==> src/rtl/opl3_slot_scheduler.sv <==
// Sample-rate divider plus a (bank, operator) slot sequencer that walks every operator once per frame.
// Define OPL3_SCHED_OVERRUN_CNT_EN to add the saturating overrun_cnt output.
module opl3_slot_scheduler #(
    parameter int CLK_DIV_COUNT          = 256,
    parameter int NUM_BANKS              = 2,
    parameter int NUM_OPERATORS_PER_BANK = 18,
    parameter int SLOT_SPACING           = 4,
    parameter int BANK_NUM_WIDTH         = $clog2(NUM_BANKS),
    parameter int OP_NUM_WIDTH           = $clog2(NUM_OPERATORS_PER_BANK)
) (
    input  logic                      clk,
    input  logic                      reset,
    output logic                      sample_clk_en,
    output logic                      op_valid,
    input  logic                      op_ready,
    output logic [BANK_NUM_WIDTH-1:0] bank_num,
    output logic [OP_NUM_WIDTH-1:0]   op_num,
    output logic                      frame_done,
    output logic                      overrun,
    input  logic                      overrun_clr
`ifdef OPL3_SCHED_OVERRUN_CNT_EN
    ,
    output logic [7:0]                overrun_cnt
`endif
);

    localparam int DIV_W = $clog2(CLK_DIV_COUNT);
    localparam int GAP_W = $clog2(SLOT_SPACING + 1);
    localparam logic [DIV_W-1:0]          DIV_LAST  = DIV_W'(CLK_DIV_COUNT - 1);
    localparam logic [BANK_NUM_WIDTH-1:0] BANK_LAST = BANK_NUM_WIDTH'(NUM_BANKS - 1);
    localparam logic [OP_NUM_WIDTH-1:0]   OP_LAST   = OP_NUM_WIDTH'(NUM_OPERATORS_PER_BANK - 1);
    localparam logic [GAP_W-1:0]          GAP_LOAD  = GAP_W'(SLOT_SPACING - 1);

    if ((NUM_BANKS * NUM_OPERATORS_PER_BANK * SLOT_SPACING + 2 > CLK_DIV_COUNT) ||
        (SLOT_SPACING < 1)) begin : g_param_check
        $error("opl3_slot_scheduler: frame does not fit in CLK_DIV_COUNT or SLOT_SPACING < 1");
    end

    typedef enum logic [1:0] {IDLE, ISSUE, GAP, DONE} state_t;

    state_t                    state_q, state_d;
    logic [DIV_W-1:0]          div_cnt_q, div_cnt_d;
    logic                      sample_en_q, sample_en_d;
    logic [GAP_W-1:0]          gap_q, gap_d;
    logic [BANK_NUM_WIDTH-1:0] bank_q, bank_d;
    logic [OP_NUM_WIDTH-1:0]   op_q, op_d;
    logic                      overrun_q, overrun_d;
    logic                      overrun_set;
    logic                      last_slot;

    // Divider free-runs; the tick flop is high during the cycle the count sits at its last value.
    always_comb begin
        div_cnt_d   = (div_cnt_q == DIV_LAST) ? '0 : div_cnt_q + DIV_W'(1);
        sample_en_d = (div_cnt_d == DIV_LAST);
    end

    assign last_slot   = (bank_q == BANK_LAST) && (op_q == OP_LAST);
    assign overrun_set = sample_en_q && (state_q != IDLE);

    always_comb begin
        state_d   = state_q;
        bank_d    = bank_q;
        op_d      = op_q;
        gap_d     = gap_q;
        overrun_d = overrun_set ? 1'b1 : (overrun_clr ? 1'b0 : overrun_q);
        case (state_q)
            IDLE: begin
                if (sample_en_q) begin
                    state_d = ISSUE;
                    bank_d  = '0;
                    op_d    = '0;
                end
            end
            ISSUE: begin
                if (op_ready) begin
                    if (last_slot) begin
                        state_d = DONE;
                        bank_d  = '0;
                        op_d    = '0;
                    end else begin
                        if (op_q == OP_LAST) begin
                            op_d   = '0;
                            bank_d = bank_q + BANK_NUM_WIDTH'(1);
                        end else begin
                            op_d = op_q + OP_NUM_WIDTH'(1);
                        end
                        if (SLOT_SPACING > 1) begin
                            state_d = GAP;
                            gap_d   = GAP_LOAD;
                        end
                    end
                end
            end
            GAP: begin
                // Leaving at 1 makes valid rises exactly SLOT_SPACING cycles apart.
                gap_d = gap_q - GAP_W'(1);
                if (gap_q <= GAP_W'(1)) begin
                    state_d = ISSUE;
                end
            end
            DONE: begin
                state_d = IDLE;
            end
            default: begin
                state_d = IDLE;
            end
        endcase
    end

    always_ff @(posedge clk) begin
        if (reset) begin
            state_q     <= IDLE;
            div_cnt_q   <= '0;
            sample_en_q <= 1'b0;
            gap_q       <= '0;
            bank_q      <= '0;
            op_q        <= '0;
            overrun_q   <= 1'b0;
        end else begin
            state_q     <= state_d;
            div_cnt_q   <= div_cnt_d;
            sample_en_q <= sample_en_d;
            gap_q       <= gap_d;
            bank_q      <= bank_d;
            op_q        <= op_d;
            overrun_q   <= overrun_d;
        end
    end

    assign sample_clk_en = sample_en_q;
    assign op_valid      = (state_q == ISSUE);
    assign frame_done    = (state_q == DONE);
    assign bank_num      = bank_q;
    assign op_num        = op_q;
    assign overrun       = overrun_q;

`ifdef OPL3_SCHED_OVERRUN_CNT_EN
    logic [7:0] overrun_cnt_q, overrun_cnt_d;

    function automatic logic [7:0] sat_inc8(input logic [7:0] v);
        return (v == 8'hFF) ? v : v + 8'd1;
    endfunction

    // A dropped tick coinciding with a clear restarts the count at one.
    always_comb begin
        overrun_cnt_d = overrun_cnt_q;
        if (overrun_set) begin
            overrun_cnt_d = overrun_clr ? 8'd1 : sat_inc8(overrun_cnt_q);
        end else if (overrun_clr) begin
            overrun_cnt_d = 8'd0;
        end
    end

    always_ff @(posedge clk) begin
        if (reset) begin
            overrun_cnt_q <= 8'd0;
        end else begin
            overrun_cnt_q <= overrun_cnt_d;
        end
    end

    assign overrun_cnt = overrun_cnt_q;
`endif

endmodule
==> config.mk <==
export PLATFORM = sky130hd
export DESIGN_NAME = opl3_slot_scheduler
export DESIGN_NICKNAME = d
export VERILOG_FILES = /design/src/rtl/opl3_slot_scheduler.sv
export SDC_FILE = /design/constraint.sdc
export NUM_CORES = 1
export LEC_CHECK = 0
export BUFFER_PORTS_ARGS = -buffer_cell sky130_fd_sc_hd__buf_2
export CAP_MARGIN = 10
export CORE_AREA = 10 10 54 56
export CTS_CLUSTER_SIZE = 20
export DETAILED_ROUTE_END_ITERATION = 7
export DIE_AREA = 0 0 64 66
export PLACE_DENSITY = 0.77
export SETUP_SLACK_MARGIN = 0.5
export SYNTH_ARGS = -nofsm -noshare
export SYNTH_HDL_FRONTEND = slang
export SYNTH_SLANG_ARGS = --single-unit
export TNS_END_PERCENT = 100
==> constraint.sdc <==
create_clock -name clk -period 2.2 [get_ports clk]
set_input_delay 0.66 -clock clk [delete_from_list [all_inputs] [get_ports clk]]
set_output_delay 0.66 -clock clk [all_outputs]
set_load 0.01 [all_outputs]
==> results of run 1 <==
-- sequential cells by signal (all words and copies together), names as in the netlist --
register,count
gap_q,3
div_cnt_q,8
bank_num,1
state_q,2
sample_clk_en,1
op_num,5
overrun,1
-- metrics by stage --
step / hold WS, ns / cell area (um2) / instances
final: 0.476 / 1210 / 164
after CTS: 0.479 / 1190 / 163
after floorplan: 0.441 / 1050 / 120
after global placement: 0.455 / 1130 / 157
after detailed placement: 0.462 / 1130 / 157
after global routing: 0.529 / 1210 / 164
-- placed cells by master, fill, tap and decap left out, types with 2 or more instances in the layout --
| master | instances |
|---|---|
| dfxtp_1 | 19 |
| dfxtp_4 | 2 |
| o21ai_0 | 2 |
| ha_1 | 6 |
| nand2b_1 | 3 |
| nor4_1 | 2 |
| inv_1 | 8 |
| clkbuf_4 | 3 |
| xnor2_1 | 8 |
| nand3_1 | 5 |
| nor2_1 | 18 |
| xor2_1 | 2 |
| o22ai_1 | 2 |
| buf_4 | 3 |
| nor3_1 | 3 |
| a21oi_1 | 8 |
| nand2_1 | 6 |
| o21a_1 | 2 |
| a211o_1 | 2 |
| buf_2 | 12 |
-- Yosys cell counts, types with 2 or more instances --
cell type,instances
ha_1,6
nor4_1,2
inv_1,9
nand3_1,5
a21oi_1,8
a211o_1,2
o22ai_1,2
dfxtp_1,21
o21a_1,2
nor2_1,18
nand2_1,6
xor2_1,2
xnor2_1,8
nand2b_1,4
nor3_1,3
o21ai_0,2
-- worst register-to-register path: stages (launching register included) --
cell,delay (ns)
dfxtp_1,0.41
ha_1,0.23
and4_1,0.28
xnor2_1,0.14
a31oi_1,0.10
nor4bb_1,0.27
-- power by group through the flow --
stage	sequential [uW]	clock [uW]	combinational (uW)
finish	387	183	23.8
global route	389	214	27.4
CTS	387	194	24.0
detailed placement	398	0	24.0
global placement	398	0	23.0
floorplan	397	0	16.3
-- per-layer routing --
| layer | vias up | GRT usage [%] | part of all wire (%) |
|---|---|---|---|
| met5 | - | 0 | 0 |
| met4 | 0 | 6.56 | 1.7 |
| met3 | 4 | 3.90 | 6.8 |
| met2 | 23 | 17.3 | 48 |
| met1 | 401 | 9.96 | 43 |
| li1 | 448 | - | - |
-- timing repair --
item | 4_1_cts | 5_1_grt
cloned | 0 | 0
setup endpoints to repair | 2 | 2
resized for setup | 5 | 3
buffers inserted | 2 | 1
-- cells by family after synthesis --
logic type	Yosys count	synth area share [%]
compound gates	23	14.5
xor+xnor	10	8.31
fa+ha+maj	6	7.13
buf+inv	12	5.11
flops	21	39.9
mux	1	2.14
simple gates	47	22.9
-- final cells by class --
| cell class | count | area share [%] |
|---|---|---|
| inverters | 9 | 2.80 |
| clock buffers | 3 | 1.87 |
| flip-flops and latches | 21 | 35.5 |
| repair buffers | 16 | 7.78 |
| clock inverters | 1 | 0.415 |
| well taps | 27 | 2.80 |
| multi-input cells | 87 | 48.9 |
-- how the worst max path moves through the flow --
stage          startpoint         end  cells past startpoint
6_report       state_q[1]    op_valid                      3
2_1_floorplan   op_num[0]    bank_num                      5
3_5_place_dp     op_ready   op_num[1]                      5
3_3_place_gp     op_ready   op_num[1]                      5
4_1_cts        state_q[0]  frame_done                      2
5_1_grt        state_q[1]    op_valid                      3
==> impl_results.md, run 1 <==
- Reg clk slew, reported paths: ~0.11 ns
- Period utilization: between 70% and 80%
- Starting Density: between 50% and 60%
- Vias in the first global route: 822
- I/O Buffers: 13
- FF-to-FF End: sample_clk_en
- Syn-to-layout area delta: 14.5%
- Pins over their slew limit: 0
- Switching power: 135 uW
- Layout net count: about 150
- Pre-CTS WS: about 0.64 ns
- Arrival time worst endpoint: roughly 0.99 ns
- Register area: ~430 um2
- Setup Skew: 0.00196 ns
- Seq pwr share: between 60% and 70%
- Outcome: finished clean
- 1st-iter DRT viols: 40
- Total gr overflow: 0
- Worst R2R Path Depth: 5
- Unrepaired setup endpoints after global routing: true
- Antenna cells: 0
- Drt drc: 0
- TritonCTS Buffers: 3
- Switching portion of total power: 22.8%
- CTS tree: done
- Yosys Warn Count: 0
- Die area: 4220 um2
- FP Rows: 16
- Post-layout util: 63.4%
- Detail Route Antenna Nets: 0
- Startpoint types: flop
- Routability-driven placement congestion ratio: around 0.84
- Worst path cell trace: nand2b_4 > inv_2 > buf_2
- Number of synthesized register bits: 21
- Ys async rst share: 0%
- Hold Path End: overrun
- Pleak: about 0.00046 uW
- Max VDD drop: approximately 350 uV
- First-pass GRT wire length: around 3400 um
- Share of total power in combinational logic: ~4.0%
- Main synth FF type: dfxtp_1
- Fin Setup TNS: 0 ns
- Worst r2r src: div_cnt_q[0]
- HP Class: reg2reg
- F_max: 0.606 GHz
- CTS Hold Bufs: 0
- MaxCap Viol Count: 0
- Final WL: ~2100 um
- Post-synth EDFFs: 0
- Routed length per instance: roughly 13 um
- Internal Power: between 400 and 500 uW
- Overall Global Routing Usage: between 10% and 20%
- Slowest cell on crit path: dfxtp_4
- Cell family with most CP delay: flip-flops
- Initial antenna violation count: 0
- Number of vias after detailed routing: roughly 900
- DIE HEIGHT: about 66 um
- Clock power frac: 30.8%
- Critical path required time: around 1.5 ns
- Synth area leaders: dfxtp_1, ha_1, xnor2_1
- Num ports: 14
- Crit end category: primary output
- Mapped Cells: 120
- Worst Hold Path Cells: 2
- Multi-input gate area: 589 um2
- Min Tclk post-route: roughly 1.6 ns
- Die W: approximately 64 um
- Relative slew slack: between 80% and 90%
- Synthesized cell area: about 1100 um2
- Detailed placer's ending HPWL: roughly 1500 um
- # setup viols final: 0
- Sequential-to-total area share from yosys stat: ~40%
- Synth cell types: 36
- Critical path class: reg2out
- Cell taking the most area after synthesis: dfxtp_1
- CTS HTree Levels: 1
- Via density: about 5.3
- Root Buffer: clkbuf_4
- CP peak stage delay: 0.38 ns
- Initial DRT Pass Iterations: 4
- Hold Fails Final Rpt: 0
- CTS Sinks: 21
- Post-synth net total: 130
- Pin count of the biggest net entering global routing: 15
- Setup ws final: between 0.5 and 0.6 ns
- Design Power: a little under 600 uW
- Share of cells above drive strength 1: between 20% and 30%
- Clock Path Buffers: 2
- Syn avg cell area: 8.78 um2
- Core box area: about 1900 um2
- Critical path buffers and inverters: 2
- Power Density: roughly 490 nW/um2
- Worst slew pin tran: 0.277 ns
- Share of the synthesized area in the top cell type: between 30% and 40%
- Hold path startpoint: overrun
- Reg2Reg Setup Slack: just under 0.7 ns
- Fillers: 158
- Worst skew pair latency: roughly 0.3 ns
- Worst-path maximum fanout: 4
(Power assumes the default switching activity.)
==> run 2, diff against run 1 <==
--- a/config.mk
+++ b/config.mk
@@ -7,11 +7,11 @@
 export LEC_CHECK = 0
 export BUFFER_PORTS_ARGS = -buffer_cell sky130_fd_sc_hd__buf_2
 export CAP_MARGIN = 10
-export CORE_AREA = 10 10 54 56
+export CORE_AREA = 10 10 57 59
 export CTS_CLUSTER_SIZE = 20
 export DETAILED_ROUTE_END_ITERATION = 7
-export DIE_AREA = 0 0 64 66
-export PLACE_DENSITY = 0.77
+export DIE_AREA = 0 0 67 69
+export PLACE_DENSITY = 0.72
 export SETUP_SLACK_MARGIN = 0.5
 export SYNTH_ARGS = -nofsm -noshare
 export SYNTH_HDL_FRONTEND = slang
==> constraint.sdc (replaced) <==
create_clock -name clk -period 1.4 [get_ports clk]
set_input_delay 0.42 -clock clk [delete_from_list [all_inputs] [get_ports clk]]
set_output_delay 0.42 -clock clk [all_outputs]
set_load 0.01 [all_outputs]
==> impl_results.md, run 2 (synthesis gave the netlist of run 1 again) <==
- Setup ws final: -0.0881 ns (-0.638 ns)
- Design Power: 997 uW (+68%)
- First-pass GRT wire length: 5010 um (+45%)
- Routed length per instance: 20.2 um (+61%)
- Die area: 4620 um2 (+9.4%)
- Commonest non-fill, non-tap cell in the layout: buf_4
- Fillers: 99 (-37%)
- Via density: 5.65 (+5.8%)
- Vias in the first global route: 1068 (+30%)
- Hold Fails Final Rpt: 0 (unchanged)
- Final cell count without fillers: 193 (+18%)
- Setup Skew: 0.00407 ns (+0.00211 ns)
- Fin Setup TNS: -0.443 ns (-0.443 ns)
- Total gr overflow: 0 (unchanged)
- Number of flip-flops in the largest register: 8 (unchanged)
- F_max: approximately 0.67 GHz
- Syn-to-layout area delta: 71.6%
- Clock Path Buffers: 2 (unchanged)
- Die W: 67 um (+4.7%)
- Initial DRT Pass Iterations: 4 (unchanged)
- Reg clk slew, reported paths: 0.13 ns (+0.02 ns)
- MaxCap Viol Count: 0 (unchanged)
- Reg2Reg Setup Slack: -0.09 ns (-0.78 ns)
- Failing checks: negative setup slack
- Worst r2r src: state_q[0]
- Power Density: 551 nW/um2 (+12%)
- Share of cells above drive strength 1: 66.7% (+45 points)
- Drt drc: 0 (unchanged)
- Post-layout util: 84.2% (+21 points)
- Critical Path Source: state_q[0]
- Detail Route Antenna Nets: 0 (unchanged)
- Startpoint types: flop
- Relative slew slack: 79.5% (-1.9 points)
- I/O Buffers: 13 (unchanged)
- Period utilization: 106%
- Dpl cells: 162 (+3.2%)
- Starting Density: 49.0% (-6.4 points)
- TritonCTS Buffers: 3 (unchanged)
- Root Buffer: clkbuf_4
- 1st-iter DRT viols: 90 (+130%)
- Final WL: 3890 um (+90%)
- Worst skew pair latency: 0.32 ns (+0.02 ns)
- Critical path required time: 1.64 ns (+0.10 ns)
- Routability-driven placement congestion ratio: 0.802 (-4.9%)
- CTS tree: done
- Detailed placer's ending HPWL: 1620 um (+8.9%)
- Max VDD drop: 610 uV (+76%)
- Worst slew pin tran: 0.305 ns (+0.0278 ns)
- CTS Hold Bufs: 0 (unchanged)
- Initial antenna violation count: 0 (unchanged)
- Most frequent cells in the layout: buf_4, buf_6, nor2_1, dfxtp_2, dfxtp_4
- Min Tclk post-route: approximately 1.5 ns
- HP Class: in2reg
- Outcome: finished, violations left
- Pins over their slew limit: 0 (unchanged)
- Pleak: 0.000683 uW (+49%)
- Pin count of the biggest net entering global routing: 13 (-2)
- CTS HTree Levels: 1 (unchanged)
- FP Rows: 17 (+1)
- Worst Setup EP: op_num[1]
- Layout net count: 176 (+19%)
- Register with the most flip-flops: div_cnt_q
- Worst-path maximum fanout: 5 (+1)
- Worst R2R Path Depth: 5 (unchanged)
- Arrival time worst endpoint: 1.73 ns (+0.74 ns)
- Unrepaired setup endpoints after global routing: true
- Number of vias after detailed routing: 1091 (+25%)
- CTS Sinks: 21 (unchanged)
- FF-to-FF End: op_num[1]
- Core box area: 2150 um2 (+13%)
- Critical path class: reg2reg
- Num ports: 14 (unchanged)
- DIE HEIGHT: 69 um (+4.5%)
- Overall Global Routing Usage: 13.3% (+3.3 points)
- Antenna cells: 0 (unchanged)
- # setup viols final: 9 (+9)
- Crit end category: flop
## run 2: repair_timing
action / in CTS / in global routing
endpoints found under the setup margin: 28 / 31
resized for setup: 47 / 30
pin swaps: 10 / 13
setup buffers: 20 / 7
## run 2: layout make-up
| type | count | area [um2] | area share (%) |
|---|---|---|---|
| Multi-Input combinational cell | 87 | 833 | 46.1 |
| Inverter | 9 | 38.8 | 2.15 |
| Clock buffer | 3 | 22.5 | 1.25 |
| Tap cell | 28 | 35.0 | 1.94 |
| Clock inverter | 1 | 5.00 | 0.277 |
| Timing Repair Buffer | 44 | 412 | 22.8 |
| Sequential cell | 21 | 462 | 25.5 |
## run 2: layer usage
layer  global-route usage (%)  routed length, um
met5                        0                  0
met4                     6.33                158
met3                     2.09                224
met2                     23.1               1890
met1                     15.0               1620
## run 2: worst min-delay path by stage
| stage | start | end | cells after the start |
|---|---|---|---|
| 2_1_floorplan | div_cnt_q[0] | div_cnt_q[0] | 1 |
| 5_1_grt | overrun_clr | overrun | 3 |
| 4_1_cts | overrun_clr | overrun | 3 |
| 3_5_place_dp | div_cnt_q[0] | div_cnt_q[0] | 1 |
| 6_report | overrun_clr | overrun | 3 |
| 3_3_place_gp | div_cnt_q[0] | div_cnt_q[0] | 1 |
## run 2: critical path: stages, from the launching register on
cell and delay, ns:
dfxtp_4 0.42, buf_12 0.11, mux2i_4 0.32, a211o_1 0.27, nand2b_4 0.12, a211oi_2 0.16
## run 2: per-stage QoR
stage	cell area (um2)	hold slack, ns	worst slack (ns)
after floorplan	1110	0.438	0.127
after global placement	1220	0.446	0.0606
after detailed placement	1220	0.451	0.0351
after CTS	1620	0.349	0.0273
after global routing	1810	0.357	-0.135
final	1810	0.351	-0.0881
## run 2: where the power goes
part | switching [uW] | total, uW | internal, uW
clock network | 204 | 311 | 107
registers | 10.6 | 604 | 593
logic | 42.7 | 82.1 | 39.4
